### config.mk
export PLATFORM = sky130hd
export DESIGN_NAME = mem_arbiter_fsm
export DESIGN_NICKNAME = d
export VERILOG_FILES = /design/src/rtl/mem_arbiter_fsm.sv
export SDC_FILE = /design/constraint.sdc
export NUM_CORES = 1
export LEC_CHECK = 0
export CAP_MARGIN = 25
export CORE_MARGIN = 3
export CORE_UTILIZATION = 41
export DETAILED_ROUTE_END_ITERATION = 6
export PLACE_DENSITY = 0.8
export SYNTH_ARGS = -nofsm -noshare
export SYNTH_HDL_FRONTEND = slang
export SYNTH_SLANG_ARGS = --single-unit
export TNS_END_PERCENT = 1
### constraint.sdc
create_clock -name CLK -period 2.4 [get_ports CLK]
set_input_delay 0.48 -clock CLK [delete_from_list [all_inputs] [get_ports CLK]]
set_output_delay 0.48 -clock CLK [all_outputs]
set_load 0.1 [all_outputs]
### src/rtl/mem_arbiter_fsm.sv
// Registered arbiter sharing one single-ported RAM between instruction fetch and data access.
// Optional access timeout: define MEM_TIMEOUT_EN to abort grants stuck on busy_o.
module mem_arbiter_fsm #(
    parameter int unsigned MAX_DSTREAK    = 4,
    parameter int unsigned TIMEOUT_CYCLES = 64
) (
    input  logic        CLK,
    input  logic        RST,
    input  logic        imemRen,
    input  logic [31:0] imemaddr,
    input  logic        dmmRen,
    input  logic        dmmWen,
    input  logic [31:0] dmmaddr,
    input  logic [31:0] dmmstore,
    input  logic        busy_o,
    input  logic [31:0] ramload,
    output logic        Ren,
    output logic        Wen,
    output logic [31:0] ramaddr,
    output logic [31:0] ramstore,
    output logic [31:0] imemload,
    output logic [31:0] dmmload,
    output logic        i_ready,
    output logic        d_ready,
    output logic        timeout_err
);

    localparam int unsigned     SW         = $clog2(MAX_DSTREAK + 2);
    localparam logic [SW-1:0]   STREAK_MAX = SW'(MAX_DSTREAK);

    if (TIMEOUT_CYCLES == 0) begin : g_bad_timeout
        $error("mem_arbiter_fsm: TIMEOUT_CYCLES must be nonzero");
    end

    typedef enum logic [1:0] {IDLE, IGNT, DGNT, DONE} state_t;

    state_t         state, state_next;
    logic [31:0]    lat_addr;
    logic [31:0]    lat_store;
    logic           lat_wr;
    logic           lat_data;
    logic [SW-1:0]  streak;
    logic           grant_data;
    logic           grant_fetch;
    logic           capture;
    logic           in_access;

    assign in_access = (state == IGNT) || (state == DGNT);

`ifdef MEM_TIMEOUT_EN
    localparam int unsigned     TW     = $clog2(TIMEOUT_CYCLES + 1);
    localparam logic [TW-1:0]   T_LAST = TW'(TIMEOUT_CYCLES - 1);

    logic [TW-1:0]  tcount;
    logic           timed_out;

    assign timed_out = in_access && busy_o && (tcount == T_LAST);

    always_ff @(posedge CLK) begin
        if (RST) begin
            tcount      <= '0;
            timeout_err <= 1'b0;
        end else begin
            if (grant_data || grant_fetch) begin
                tcount <= '0;
            end else if (in_access && busy_o) begin
                tcount <= tcount + 1'b1;
            end
            if (timed_out) begin
                timeout_err <= 1'b1;
            end
        end
    end
`else
    assign timeout_err = 1'b0;
`endif

    always_ff @(posedge CLK) begin
        if (RST) begin
            state     <= IDLE;
            lat_addr  <= '0;
            lat_store <= '0;
            lat_wr    <= 1'b0;
            lat_data  <= 1'b0;
            streak    <= '0;
            imemload  <= '0;
            dmmload   <= '0;
        end else begin
            state <= state_next;
            // Reads latch a zero store word so the grant states can drive ramstore directly.
            if (grant_data) begin
                lat_addr  <= dmmaddr;
                lat_wr    <= !dmmRen;
                lat_store <= dmmRen ? '0 : dmmstore;
                lat_data  <= 1'b1;
                if (!imemRen) begin
                    streak <= '0;
                end else if (streak != STREAK_MAX) begin
                    streak <= streak + 1'b1;
                end
            end else if (grant_fetch) begin
                lat_addr  <= imemaddr;
                lat_wr    <= 1'b0;
                lat_store <= '0;
                lat_data  <= 1'b0;
                streak    <= '0;
            end
            if (capture) begin
                if (!lat_data) begin
                    imemload <= ramload;
                end else if (!lat_wr) begin
                    dmmload <= ramload;
                end
            end
        end
    end

    always_comb begin
        state_next  = state;
        grant_data  = 1'b0;
        grant_fetch = 1'b0;
        capture     = 1'b0;
        Ren         = 1'b0;
        Wen         = 1'b0;
        ramaddr     = '0;
        ramstore    = '0;
        i_ready     = 1'b0;
        d_ready     = 1'b0;
        case (state)
            IDLE: begin
                if ((dmmRen || dmmWen) && !(imemRen && (streak == STREAK_MAX))) begin
                    grant_data = 1'b1;
                    state_next = DGNT;
                end else if (imemRen) begin
                    grant_fetch = 1'b1;
                    state_next  = IGNT;
                end
            end
            IGNT, DGNT: begin
                Ren      = !lat_wr;
                Wen      = lat_wr;
                ramaddr  = lat_addr;
                ramstore = lat_store;
                if (!busy_o) begin
                    capture    = 1'b1;
                    state_next = DONE;
                end
`ifdef MEM_TIMEOUT_EN
                else if (timed_out) begin
                    state_next = DONE;
                end
`endif
            end
            DONE: begin
                i_ready    = !lat_data;
                d_ready    = lat_data;
                state_next = IDLE;
            end
            default: state_next = IDLE;
        endcase
    end

endmodule

Yosys cells after proc, flatten, opt, wreduce, memory -nomap -nowiden
Index checks and enable logic that the tools add are counted.
Widths: inputs -> output; s select.
{"block": "op_classes", "add_sub_neg": 1, "n_eq_ne": 8, "muxes": 29, "bitwise_logic": 2, "n_reduce_logical": 14}
{"cell": "$mux 32", "count": 7}
{"cell": "$mux 1", "count": 14}
{"cell": "$mux 3", "count": 4}
{"cell": "$mux 2", "count": 3}
{"cell": "$ne 3x3->1 const B", "count": 2}
{"cell": "$pmux 2 s3", "count": 1}
{"cell": "$reduce_and 2->1", "count": 3}
{"cell": "$eq 2x2->1 const B", "count": 2}
{"cell": "$logic_not 1->1", "count": 4}
{"cell": "$add 3x1->3 const B", "count": 1}
{"cell": "$eq 3x3->1 const B", "count": 1}
{"cell": "$ne 3x2->1 const B", "count": 1}
{"cell": "$reduce_and 3->1", "count": 1}
{"cell": "$eq 2x1->1 const B", "count": 1}
{"cell": "$logic_and 1x1->1", "count": 2}
{"cell": "$logic_not 2->1", "count": 1}
{"cell": "$ne 2x2->1 const B", "count": 1}
{"cell": "$not 1->1", "count": 2}
{"cell": "$reduce_bool 2->1", "count": 1}
{"cell": "$reduce_or 2->1", "count": 1}
{"cell": "$logic_or 1x1->1", "count": 1}
{"block": "word_totals", "register_bits": 135, "output_inout_bits": 133}

Logic depth before layout (Yosys ltp)
{"block": "logic_depth", "ltp_word": 8, "ltp_mapped": 8, "mapped_depth_nobuf": 5}

Worst setup path after synthesis
OpenSTA, ideal clock, no wires.
{"block": "synth_path", "path_kind": "register to output", "startpoint": "reg state[0]", "endpoint": "out Ren", "t_arrival_ns": 2.383, "path_slack_ns": -0.463, "path_stages_with_launch": 6, "path_cell_list": "dfxtp_1 inv_1 ha_1 buf_2 clkbuf_1 nor2b_1"}
{"block": "synth_between", "elab_chain_len": 3}
{"item": "start: declaration", "line_no": "37", "rtl": "state_t state, state_next;"}
{"item": "start signal: assignment", "line_no": "89", "rtl": "state <= state_next;"}
{"item": "$eq 2x1->1 / $eq 2x2->1 (equally long branches)", "line_no": "129", "rtl": "case (state)"}
{"item": "$reduce_or 2->1 (*)", "line_no": "129"}
{"item": "$mux 1 (*)", "line_no": "129"}
{"item": "end: declaration", "line_no": "17", "rtl": "output logic Ren,"}
Every way passes the cells marked *; elsewhere a longest branch is shown, timed or not.

Worst setup path in the final report
{"block": "layout_path", "startpoint": "reg state[0]", "endpoint": "out ramstore[8]"}
{"block": "layout_between", "elab_chain_len": 3}
{"item": "$eq 2x1->1 / $eq 2x2->1 (equally long branches)", "line_no": "129"}
{"item": "$reduce_or 2->1 (*)", "line_no": "129"}
{"item": "$mux 32 (*)", "line_no": "129"}
{"item": "end: declaration", "line_no": "20", "rtl": "output logic [31:0] ramstore,"}
Marks and branches as above.

==> flow_summary.yaml <==
synth:
  yosysTopAreaCell: "dfxtp_1"
  synth_warnings: 0
  synth_top_flop_cell: "dfxtp_1"
  netlist.area_leader.share_pct: 47.2
  synth_nets: 843
  synth_area_leaders: "dfxtp_1 (47%), nand2_1 (8.7%), a21oi_1 (8.5%)"
  ys_async_sr_fraction_pct: 0
  synth_area_per_cell_um2: 8.13
  postSynthCellCount: 705
  synth_cell_types: 37
  netlist_area_um2: 5730
  ys_seq_elements: 135
  synth-edff-count: 0
  synth_seq_area_share_pct: 47.2
sta:
  slew_headroom_pct: 66.3
  worst_clock_skew_ns: 0.0135
  fin_crit_ns: 2.24
  slew_viol_final: 0
  fmax_mhz: 447
  final-setup-viol-count: 0
  rsz0062_at_grt: "no"
  finalHoldViolations: 0
  period_share_pct: 93.2
  tightest_slew_ns: 0.506
floorplanning:
  dieArea_um2: 15400
  core_um2: 13500
  die_x_um: 124
  ioPinCount: 267
  fp.dieH_um: 124
  rows: 42
  initial_core_util_pct: 42.6
global_routing:
  grt_remaining_overflow: 0
  grt_pass1_vias: 5848
  grt_pass1_wl_mm: 30.8
  track_usage_pct: 24.4
  antenna_found_initial: 0
  grt_start_max_net_pins: 78
route:
  vias: 6002
  drt_iter0_markers: 413
  routed_wl_mm: 19.2
  via_per_inst: 5.33
  post-route-drc-count: 0
  routedWlPerCell_um: 17.1
  ant_nets: 0
  dr.pass1.iters: 5
setup_path:
  critPathSlowestCell: "dfxtp_1"
  cp.arrival_ns: 1.76
  crit_type: "reg -> out"
  crit_required_ns: 1.92
  critPathLaunchType: "flop"
  critical-path-max-stage-delay_ns: 0.35
  path_cells: "inv_1, ha_4, buf_12, and2_1, buf_12"
  cp_max_fo: 31
  cpMostUsedCell: "buf_12"
  crit_path_end_kind: "output pin"
clock_tree:
  worstSkewPairLatency_ns: 0.42
  tritoncts: "yes"
  clockBufferDepth: 2
  cts_root_buf: "clkbuf_16"
  htree_levels: 4
  path_clk_slew_ns: 0.06
  cts.sinks: 135
  cts_buffers: 17
  cts_hold_buffers: 0
layout:
  syn_to_final_growth_pct: 66.8
  nNetsFinal: 1076
  final_cell_area_um2: 9560
  fin_util_pct: 71.0
  n_antenna_cell: 0
  fin_cells: 1127
  final_common_cell: "dfxtp_1"
  drive_above_1_share_pct: 20.1
  final_cell_mix: "dfxtp_1 (135), nand2_1 (133), clkdlybuf4s50_1 (132)"
power:
  p_leak_nw: 3.67
  powerDensity_nw_per_um2: 1280
  peakVddDrop_mv: 0.836
placed_design:
  post-dp-hpwl_mm: 13.2
  io_buffer_count: 265
  post_dp_cell_area_um2: 8960
  dp.cells: 1094
  place.gp.congestion: 0.864
status:
  status: "completed"
worst_hold_path:
  hold_path.class: "in -> reg"
flow_run:
  cap_violations: 0
layer usage:
metal  GRT usage, %  vias up  wire length, µm
met5              0        -                0
met4           11.3        0              691
met3           9.71       50             1810
met2           38.9      260             9120
met1           28.7     2786             7610
li1               -     2906                -
metrics by stage:
stage	TNS [ns]	setup WS, ns	power (W)	hold slack, ns
finish	0	0.163	0.0123	0.450
CTS	0	0.0310	0.0123	0.425
floorplan	-2.10	-0.0701	0.00755	0.446
global route	0	0.0391	0.0128	0.458
global placement	0	0.317	0.00965	0.441
detailed placement	0	0.253	0.00971	0.447
synthesized netlist by cell type (all sizes together) (3+ instances only):
master / instances
dfxtp: 135
nand2: 133
a21oi: 97
and2: 66
o21ai: 65
buf: 37
nor2: 36
clkbuf: 34
a31oi: 32
a32oi: 32
inv: 6
ha: 4
a21boi: 3
nand4: 3
layout make-up:
type / count / area (µm²)
tap: 176 / 220
fill: 1045 / 3900
timing repair buffer: 285 / 3380
clock buffer: 18 / 429
clock inverter: 14 / 149
multi-input combinational: 493 / 2650
inverter: 6 / 22.5
sequential: 135 / 2700
worst paths after layout:
check / start / to / slack [ns] / depth (start not counted)
max: state[0] / ramstore[8] / 0.16 / 5
max reg2reg: state[0] / imemload[20] / 0.54 / 7
min: RST / dmmload[3] / 0.45 / 2
min reg2reg: dmmload[2] / dmmload[2] / 0.45 / 2
critical path, delay by kind of cell, from the launching register on:
kind	cells	cell delay, ns
adders and majority gates	1	0.32
and+or+nand+nor	1	0.21
buffers and inverters	3	0.44
DFF	1	0.35
registers in the layout, summed over array words and instances (netlist names):
name,cells
streak,3
imemload,32
lat_data,1
lat_store,32
dmmload,32
state,2
lat_wr,1
lat_addr,32
where the power goes:
part           switching, W  total, W  internal, W  leakage (nW)
Clock               0.00103   0.00257      0.00154         0.274
Sequential         0.000249   0.00300      0.00275          1.10
Combinational       0.00458   0.00671      0.00213          2.30
Total               0.00586    0.0123      0.00642          3.67
logic make-up (layout without fill, tap and decap cells):
family	count (synthesis)	in the layout	synth area share (%)
AO/OA/AOI/OAI	238	238	24.5
adder cells (fa/ha/maj)	4	4	0.873
other	1	1	0.0654
buffers and inverters	77	323	7.03
flip-flops	135	135	47.2
AND/OR/NAND/NOR	250	250	20.4
what timing repair did:
item | 4_1_cts | 5_1_grt
pin swaps | 0 | 1
gates resized for setup | 1 | 0
endpoints found under the setup margin | 40 | 34
hold endpoints to repair | 0 | 0
buffers inserted | 0 | 1
cloned | 0 | 0
No activity file was read; power rests on OpenSTA's default activity.
